--- src/rtl/multdiv_pkg.sv ---
// multdiv_pkg
// Shared definitions for the sequential multiply/divide unit.
//   ALU_ADD / ALU_SUB : opcodes understood by the shared execute-stage ALU
//   stateT            : sequencer state encoding (IDLE, MUL, DIV, DONE)
//   DEFAULT_WIDTH     : default operand/result width
//   DEFAULT_CNT_W     : default iteration counter width (must hold WIDTH)
package multdiv_pkg;

  localparam int DEFAULT_WIDTH = 32;
  localparam int DEFAULT_CNT_W = 6;

  localparam logic [4:0] ALU_ADD = 5'b00000;
  localparam logic [4:0] ALU_SUB = 5'b00001;

  typedef enum logic [1:0] {
    IDLE = 2'd0,
    MUL  = 2'd1,
    DIV  = 2'd2,
    DONE = 2'd3
  } stateT;

endpackage

--- src/rtl/div_step.sv ---
// div_step
// One combinational iteration of restoring division on unsigned magnitudes.
// Ports:
//   remIn   in  WIDTH  partial remainder before this step
//   quoIn   in  WIDTH  dividend/quotient shift register before this step
//   divisor in  WIDTH  divisor magnitude
//   remOut  out WIDTH  partial remainder after this step
//   quoOut  out WIDTH  quotient shift register after this step
module div_step
  import multdiv_pkg::*;
#(
  parameter int WIDTH = DEFAULT_WIDTH
) (
  input  logic [WIDTH-1:0] remIn,
  input  logic [WIDTH-1:0] quoIn,
  input  logic [WIDTH-1:0] divisor,
  output logic [WIDTH-1:0] remOut,
  output logic [WIDTH-1:0] quoOut
);

  logic [WIDTH:0] shifted;
  logic [WIDTH:0] diff;

  // The stored remainder is always below the divisor, so it fits in WIDTH
  // bits; only the shifted trial value needs the extra bit. A clear borrow
  // bit means the trial subtraction succeeded and a 1 enters the quotient.
  always_comb begin
    shifted = {remIn, quoIn[WIDTH-1]};
    diff    = shifted - {1'b0, divisor};
    if (!diff[WIDTH]) begin
      remOut = diff[WIDTH-1:0];
      quoOut = {quoIn[WIDTH-2:0], 1'b1};
    end else begin
      remOut = shifted[WIDTH-1:0];
      quoOut = {quoIn[WIDTH-2:0], 1'b0};
    end
  end

endmodule

--- src/rtl/multdiv_seq.sv ---
// multdiv_seq
// Multi-cycle signed multiply (radix-2 Booth through the shared ALU) and
// signed divide (restoring, on magnitudes) for the execute stage.
// Ports:
//   clock, resetn              clock and asynchronous active-low reset
//   ctrl_MULT, ctrl_DIV        one-cycle start pulses (MULT wins if both)
//   data_operandA/B            operands, sampled on the start cycle
//   alu_opcode, alu_a, alu_b   request to the shared ALU (owned in MUL only)
//   alu_result, alu_overflow   same-cycle ALU response
//   data_result                product low half / quotient, held until next DONE
//   data_exception             product overflow, quotient overflow or divide-by-zero
//   data_resultRDY             one-cycle pulse in DONE
//   busy                       high in MUL, DIV and DONE
// Build option: define MULTDIV_RESTART_EN to let a start pulse during a
// running operation abort it and restart with the new operands.
module multdiv_seq
  import multdiv_pkg::*;
#(
  parameter int WIDTH = DEFAULT_WIDTH,
  parameter int CNT_W = DEFAULT_CNT_W
) (
  input  logic             clock,
  input  logic             resetn,
  input  logic             ctrl_MULT,
  input  logic             ctrl_DIV,
  input  logic [WIDTH-1:0] data_operandA,
  input  logic [WIDTH-1:0] data_operandB,
  output logic [4:0]       alu_opcode,
  output logic [WIDTH-1:0] alu_a,
  output logic [WIDTH-1:0] alu_b,
  input  logic [WIDTH-1:0] alu_result,
  input  logic             alu_overflow,
  output logic [WIDTH-1:0] data_result,
  output logic             data_exception,
  output logic             data_resultRDY,
  output logic             busy
);

  stateT state, stateNext;

  logic [WIDTH-1:0] pHi, pLo, mCand;
  logic             qBit;
  logic [WIDTH-1:0] remReg, quoReg, divisorMag;
  logic             quoNeg;
  logic [CNT_W-1:0] cnt;

  logic             startAllowed, startMul, startDiv, lastIter, divByZero;
  logic [WIDTH-1:0] magA, magB, shiftHi, shiftLo, remNext, quoNext;

`ifdef MULTDIV_RESTART_EN
  assign startAllowed = 1'b1;
`else
  assign startAllowed = (state == IDLE);
`endif

  assign startMul  = startAllowed & ctrl_MULT;
  assign startDiv  = startAllowed & ctrl_DIV & ~ctrl_MULT;
  assign lastIter  = (cnt == CNT_W'(WIDTH - 1));
  assign divByZero = (data_operandB == '0);

  // Magnitudes as unsigned values; the most negative operand maps onto
  // itself, which is exactly its magnitude when read as unsigned.
  assign magA = data_operandA[WIDTH-1] ? ('0 - data_operandA) : data_operandA;
  assign magB = data_operandB[WIDTH-1] ? ('0 - data_operandB) : data_operandB;

  // Arithmetic right shift of {alu_result, pLo, qBit}. The incoming sign is
  // the true sign of the WIDTH+1-bit sum, recovered from the ALU overflow flag.
  assign shiftHi = {alu_result[WIDTH-1] ^ alu_overflow, alu_result[WIDTH-1:1]};
  assign shiftLo = {alu_result[0], pLo[WIDTH-1:1]};

  div_step #(.WIDTH(WIDTH)) uDivStep (
    .remIn  (remReg),
    .quoIn  (quoReg),
    .divisor(divisorMag),
    .remOut (remNext),
    .quoOut (quoNext)
  );

  assign data_resultRDY = (state == DONE);
  assign busy           = (state != IDLE);

  // State register.
  always_ff @(posedge clock or negedge resetn) begin
    if (!resetn) begin
      state <= IDLE;
    end else begin
      state <= stateNext;
    end
  end

  // Next-state logic and the ALU request. The ALU is only driven from MUL;
  // the Booth pair {pLo[0], qBit} picks add, subtract or pass-through of pHi.
  // A permitted start pulse overrides whatever the current state would do.
  always_comb begin
    stateNext  = state;
    alu_opcode = ALU_ADD;
    alu_a      = '0;
    alu_b      = '0;
    case (state)
      IDLE: stateNext = IDLE;
      MUL: begin
        alu_a = pHi;
        case ({pLo[0], qBit})
          2'b01:   alu_b = mCand;
          2'b10: begin
            alu_opcode = ALU_SUB;
            alu_b      = mCand;
          end
          default: alu_b = '0;
        endcase
        if (lastIter) stateNext = DONE;
      end
      DIV:     if (lastIter) stateNext = DONE;
      DONE:    stateNext = IDLE;
      default: stateNext = IDLE;
    endcase
    if (startMul) begin
      stateNext = MUL;
    end else if (startDiv) begin
      stateNext = divByZero ? DONE : DIV;
    end
  end

  // Datapath: operand capture on start, one Booth or restoring step per
  // iteration, and result/exception capture on the step that enters DONE.
  // The quotient can only overflow when both signs are negative and the
  // magnitude quotient reaches 2^(WIDTH-1); it is then left un-negated.
  always_ff @(posedge clock or negedge resetn) begin
    if (!resetn) begin
      pHi            <= '0;
      pLo            <= '0;
      qBit           <= 1'b0;
      mCand          <= '0;
      remReg         <= '0;
      quoReg         <= '0;
      divisorMag     <= '0;
      quoNeg         <= 1'b0;
      cnt            <= '0;
      data_result    <= '0;
      data_exception <= 1'b0;
    end else if (startMul) begin
      pHi   <= '0;
      pLo   <= data_operandB;
      qBit  <= 1'b0;
      mCand <= data_operandA;
      cnt   <= '0;
    end else if (startDiv) begin
      cnt <= '0;
      if (divByZero) begin
        data_result    <= '0;
        data_exception <= 1'b1;
      end else begin
        remReg     <= '0;
        quoReg     <= magA;
        divisorMag <= magB;
        quoNeg     <= data_operandA[WIDTH-1] ^ data_operandB[WIDTH-1];
      end
    end else begin
      case (state)
        MUL: begin
          pHi  <= shiftHi;
          pLo  <= shiftLo;
          qBit <= pLo[0];
          cnt  <= cnt + CNT_W'(1);
          if (lastIter) begin
            data_result    <= shiftLo;
            data_exception <= (shiftHi != {WIDTH{shiftLo[WIDTH-1]}});
          end
        end
        DIV: begin
          remReg <= remNext;
          quoReg <= quoNext;
          cnt    <= cnt + CNT_W'(1);
          if (lastIter) begin
            data_result    <= quoNeg ? ('0 - quoNext) : quoNext;
            data_exception <= ~quoNeg & quoNext[WIDTH-1];
          end
        end
        default: ;
      endcase
    end
  end

endmodule

--- config.mk ---
export PLATFORM = sky130hd
export DESIGN_NAME = multdiv_seq
export DESIGN_NICKNAME = d
export VERILOG_FILES = /design/src/rtl/multdiv_pkg.sv /design/src/rtl/div_step.sv /design/src/rtl/multdiv_seq.sv
export SDC_FILE = /design/constraint.sdc
export NUM_CORES = 1
export LEC_CHECK = 0
export ABC_AREA = 1
export ABC_CLOCK_PERIOD_IN_PS = 3150
export BUFFER_PORTS_ARGS = -buffer_cell sky130_fd_sc_hd__buf_2
export CORE_MARGIN = 2
export CORE_UTILIZATION = 45
export CTS_CLUSTER_SIZE = 10
export DETAILED_ROUTE_END_ITERATION = 12
export PLACE_DENSITY = 0.79
export SKIP_LAST_GASP = 1
export SYNTH_ARGS = -nofsm -noshare
export SYNTH_HDL_FRONTEND = slang
export SYNTH_HIERARCHICAL = 1
export SYNTH_SLANG_ARGS = --single-unit
--- constraint.sdc ---
create_clock -name clock -period 3.15 [get_ports clock]
set_input_delay 0.63 -clock clock [delete_from_list [all_inputs] [get_ports clock]]
set_output_delay 0.63 -clock clock [all_outputs]
set_load 0.03 [all_outputs]
* Yosys cells after proc, flatten, opt, wreduce, memory -nomap -nowiden
Cells that the tools add are included.
Storage, ports and cells: register bits 235, input bits 101, output and inout bits 104, logic and storage cells 97
Operators by class: add/subtract/negate cells 5, equal/unequal tests 13, mux-type cells 43, bitwise operators 10, reductions and logical operators 14
Operators by type and width (number):
- $mux W32 | 23
- $sub A1 B32 Y32 const A | 3
- $pmux W32 S2 | 1
- $sub A33 B32 Y33 | 1
- $logic_not A32 Y1 | 1
- $ne A32 B32 Y1 | 1
- $mux W6 | 3
- $mux W1 | 11
- $add A6 B1 Y6 const B | 1
- $eq A2 B2 Y1 const B | 3
- $eq A6 B5 Y1 const B | 1
- $mux W2 | 3
- $ne A3 B3 Y1 const B | 2
- $reduce_and A3 Y1 | 2
- $reduce_bool A2 Y1 | 3
- $reduce_bool A3 Y1 | 2
- $reduce_or A2 Y1 | 3
- $reduce_and A5 Y1 | 1
- $and A1 B1 Y1 | 4
- $eq A2 B1 Y1 const B | 2
- $ne A2 B2 Y1 const B | 2
- $ne A4 B1 Y1 const B | 1
- $not A1 Y1 | 4
- $pmux W2 S2 | 1
- other kinds (5) | 6

* Longest topological paths before layout
word-level depth 7, gate-level depth with buffers 26, gate-level depth less buffers 25

* Hierarchy
Netlist, hierarchy kept.
Modules (own cells, without submodules):
- multdiv_seq | instances 1, cells each 1969, area an instance 13442.9 um2, sequential area each 5880.6 um2
- div_step | instances 1, cells each 714, area an instance 3395.8 um2, sequential area each 0.0 um2

* Least setup slack after synthesis
No wires, ideal clock.
path kind reg2reg, from register quoReg[31], to register data_result[28], setup time 0.117 ns, arrival 2.917 ns, required time 3.033 ns, setup slack 0.116 ns, stages on the path, launching flop included 26, path through dfrtp_1 > inv_1 > ha_1 > fa_1 > inv_1 > nand2_1 > nand2_1 > nand3_1 > nand2_2 > nand2_1 > nand2_2 > nand2_2 > nand3_1 > nand2_4 > buf_6 > inv_1 > ha_1 > nand3_1 > nor2_1 > nand2_1 > nand2_1 > nand3_1 > nand2_1 > nand3_1 > nand2_1 > nand2_1
On the way: word-level cells in the longest chain between the ends 7
RTL lines:
- start: declaration | RTL line multdiv_seq.sv:43 | logic [WIDTH-1:0] remReg, quoReg, divisorMag;
- start signal: assignment | RTL line multdiv_seq.sv:154 | quoReg <= magA;
- start signal: assignment | RTL line multdiv_seq.sv:172 | quoReg <= quoNext;
- $sub A33 B32 Y33 | RTL line div_step.sv:29 | diff = shifted - {1'b0, divisor};
- $mux W1 | RTL line div_step.sv:30 | if (!diff[WIDTH]) begin
- named net quoNext[0] | RTL line multdiv_seq.sv:48 | logic [WIDTH-1:0] magA, magB, shiftHi, shiftLo, remNext, quoNext;
- $sub A1 B32 Y32 | RTL line multdiv_seq.sv:175 | data_result <= quoNeg ? ('0 - quoNext) : quoNext;
- $mux W32 | RTL line multdiv_seq.sv:175
- $mux W32 | RTL line multdiv_seq.sv:174 | if (lastIter) begin
- $pmux W32 S2 | RTL line multdiv_seq.sv:159 | case (state)
- $mux W32 | RTL line multdiv_seq.sv:147 | end else if (startDiv) begin
- end signal: assignment | RTL line multdiv_seq.sv:166 | data_result <= shiftLo;
- end signal: assignment | RTL line multdiv_seq.sv:175
- end: declaration | RTL line multdiv_seq.sv:33 | output logic [WIDTH-1:0] data_result,
The timed path passes the listed nets, and every way through them passes these cells. The select of a mux whose other input is x is not followed. A chain may end at the register's enable or synchronous reset.

* Worst setup path in the final report
from register remReg[12], to register data_result[26]
On the way: word-level cells in the longest chain between the ends 7
RTL lines:
- start: declaration | RTL line multdiv_seq.sv:43
- start signal: assignment | RTL line multdiv_seq.sv:171 | remReg <= remNext;
- $sub A33 B32 Y33 | RTL line div_step.sv:29
- $mux W1 | RTL line div_step.sv:30
- named net quoNext[0] | RTL line multdiv_seq.sv:48
- $sub A1 B32 Y32 | RTL line multdiv_seq.sv:175
- $mux W32 | RTL line multdiv_seq.sv:175
- $mux W32 | RTL line multdiv_seq.sv:174
- $pmux W32 S2 | RTL line multdiv_seq.sv:159
- $mux W32 | RTL line multdiv_seq.sv:147
The timed path passes the listed nets, and every way through them passes these cells. The select of a mux whose other input is x is not followed.

==> flow_summary.ini <==
[logic_synthesis]
yosys.area_share.simple_pct = 38.9
synth-seq-cells = 235
avgSynthCellArea_um2 = 6.28
synth-main-ff-cell = dfrtp_1
synth_top_family_by_area = simple AND/OR/NAND/NOR gates
synth.area.mux_share_pct = 0
synthesis.area_mm2 = 0.0168
yosysUniqueCellTypes = 41
synthAdderAreaFrac_pct = 3.17
yosysWarnings = 6
syn_inst = 2683
ys_seq_area_share_pct = 34.9
synth_edf_count = 0
async_reset_ff_share_pct = 100
synth-xor-area-share_pct = 1.87
synth_compound_area_share_pct = 8.66

[setup_path]
cp-end-kind = register
crit_type = register to register
start_kind = register
arrival_ps = 3410
cp_max_fo = 6
crit_required_ps = 3600

[floorplanning]
core.rowCount = 70
die_x_um = 197
core_mm2 = 0.0367
io_pins = 205
die_area_mm2 = 0.0390
die_height_um = 197
start_util_pct = 45.9

[pwr]
max-vdd-ir-drop_mv = 0.673
p_leak_nw = 11.0
power-per-cell-area_mw_per_mm2 = 1080

[layout]
finalNetCount = 2997
drive_gt1_share_pct = 12.9
mostFrequentLayoutCells = nand2_1, inv_1, nor2_1, dfrtp_1, nand3_1
syn_to_final_growth_pct = 14.8
post-route-cell-area_mm2 = 0.0193
final_common_cell = nand2_1

[global_routing]
grt_pass1_wl_um = 86100
antenna_found_initial = 1
grt_max_degree = 74
grt_use_total_pct = 27.4
grt-ovfl-total = 0
grt_pass1_vias = 17000

[sta]
fin_setup_tns_ps = 0
finalCritPeriodShare_pct = 94.0
period_needed_ps = 2960
finClkSkew_ps = 13.0
hold_viol = 0
fmax_mhz = 338
timing.hold.ws_ps = 16.1
tightest_slew_ps = 1250
drv_slew = 0
relSlewSlack_pct = 16.7
finalSetupViolCount = 0

[clocking]
h-tree-depth = 1
numClockSinks = 235
root_buffer = clkbuf_16
cts_tree = yes
cts.path.max_buffers = 3
cts.reportedPaths.clkPinSlew_ps = 60
cts-buffers-inserted = 30
clk_latency_ps = 560

[placement]
placed_cell_area_mm2 = 0.0182
place.gp.congestion = 1.04
dp_hpwl_um = 41000
port_buffers = 200

[routing]
drt_wl_total_um = 53800
route.vias.total = 17500
detail_route.vias_per_cell = 5.24
ant_nets = 0
dr.pass1.iters = 6
drt_iter0_markers = 1340
drcViolationCount = 0
wire_per_inst_um = 16.1

[run]
cap_violations = 0

[min_path]
hold_class = primary input to async pin

[run_status]
status = completed
stage by stage:
stage          util [%]  std cells  setup slack, ps  power, W
4_1_cts            52.2       3337            -15.3    0.0204
5_1_grt            52.7       3340            -18.3    0.0226
3_5_place_dp       49.7       3288            -63.6    0.0171
3_3_place_gp       49.7       3288             18.6    0.0168
2_1_floorplan         -       2686              116    0.0138
6_report           52.7       3340              189    0.0208
final timing paths:
check | from | end | slack [ps] | cells after the start
worst min-delay path | resetn | state[1]$_DFFE_PN0P_ | 20 | 1
max in group asynchronous | resetn | mCand[20]$_DFFE_PN0P_ | 2270 | 2
min in group clock | alu_result[3] | pHi[2]$_DFFE_PN0P_ | 330 | 3
worst min register to register | pHi[4]$_DFFE_PN0P_ | pHi[4]$_DFFE_PN0P_ | 470 | 2
worst max-delay path | remReg[12]$_DFFE_PN0P_ | data_result[26]$_DFFE_PN0P_ | 190 | 23
worst max register to register | remReg[12]$_DFFE_PN0P_ | data_result[26]$_DFFE_PN0P_ | 190 | 23
sequential cells by signal, summed over array words and instances (netlist names):
signal,cells
qBit,1
data_result,32
divisorMag,32
quoNeg,1
state,2
pHi,32
remReg,32
data_exception,1
mCand,32
cnt,6
quoReg,32
pLo,32
cells by family after synthesis:
family                   after synthesis
AO/OA/AOI/OAI                        252
XOR/XNOR                              36
flip-flops                           235
buffers and inverters                499
adder cells (fa/ha/maj)               42
other                                  1
AND/OR/NAND/NOR                     1618
what timing repair did:
action,in CTS,in global routing
endpoints found under the setup margin,6,28
pin swaps,1,3
setup buffers,0,3
hold buffers,0,0
resized for setup,2,33
synth_stat cells, types with 2 or more instances:
| master | number | area share (%) |
|---|---|---|
| buf_1 | 3 | 0.067 |
| buf_2 | 18 | 0.54 |
| ha_1 | 41 | 3.0 |
| nor2_2 | 4 | 0.15 |
| buf_4 | 39 | 1.7 |
| a21oi_2 | 2 | 0.10 |
| nor3_1 | 16 | 0.48 |
| o21bai_1 | 9 | 0.40 |
| clkbuf_1 | 57 | 1.3 |
| clkinv_1 | 2 | 0.045 |
| o211ai_1 | 12 | 0.54 |
| inv_1 | 363 | 8.1 |
| o21ai_1 | 5 | 0.15 |
| o221ai_1 | 29 | 1.5 |
| nand3b_1 | 6 | 0.27 |
| nand2_2 | 12 | 0.45 |
| xor2_1 | 33 | 1.7 |
| a31oi_1 | 3 | 0.11 |
| nand2_4 | 2 | 0.13 |
| o21ai_0 | 113 | 3.4 |
| inv_2 | 9 | 0.20 |
| nand3_1 | 208 | 6.2 |
| nand4_1 | 28 | 1.0 |
| a21oi_1 | 67 | 2.0 |
| nand2_1 | 1070 | 24 |
| or2_2 | 5 | 0.19 |
| and2_1 | 4 | 0.15 |
| nor2_4 | 2 | 0.13 |
| dfrtp_1 | 235 | 35 |
| nor2_1 | 258 | 5.8 |
| xnor2_1 | 3 | 0.16 |
| o22ai_1 | 9 | 0.33 |
| buf_6 | 8 | 0.54 |
layout make-up:
type	instances	area (um^2)
multi-input cells	1952	9060
diodes	1	2.50
repair buffers	261	1500
flip-flops and latches	235	5880
well taps	468	586
inverters	374	1400
fillers	3699	17400
clock buffers	43	871
clock inverters	6	30.0
critical path: stages, from the launching register on:
cell and delay, ps:
dfrtp_1 400, ha_1 370, nand2_1 90, inv_1 70, nand2_1 150, inv_1 50
a21oi_1 170, nand2_2 90, nand2_2 100, nand2_2 70, nand2_2 80, nand2_4 70
inv_2 60, ha_2 210, nand3_4 100, nor2_4 130, buf_6 110, nand3_1 90
nand2_2 140, nand2_1 70, nand2_1 60, nand3_1 60, nand2_1 70, nand2_1 50
where the power goes:
part	switching [W]	internal, W	leakage [nW]
Sequential	0.00103	0.00431	3.00
Combinational	0.00824	0.00399	7.52
Clock	0.00132	0.00189	0.450
routing by layer:
metal | up-vias | track usage (%) | wire (um)
li1 | 8624 | - | -
met2 | 599 | 47.4 | 25900
met5 | - | 0 | 0
met4 | 0 | 8.58 | 1650
met3 | 101 | 3.55 | 3420
met1 | 8192 | 35.6 | 22800
Note: power is estimated with default switching activity, not from simulation.
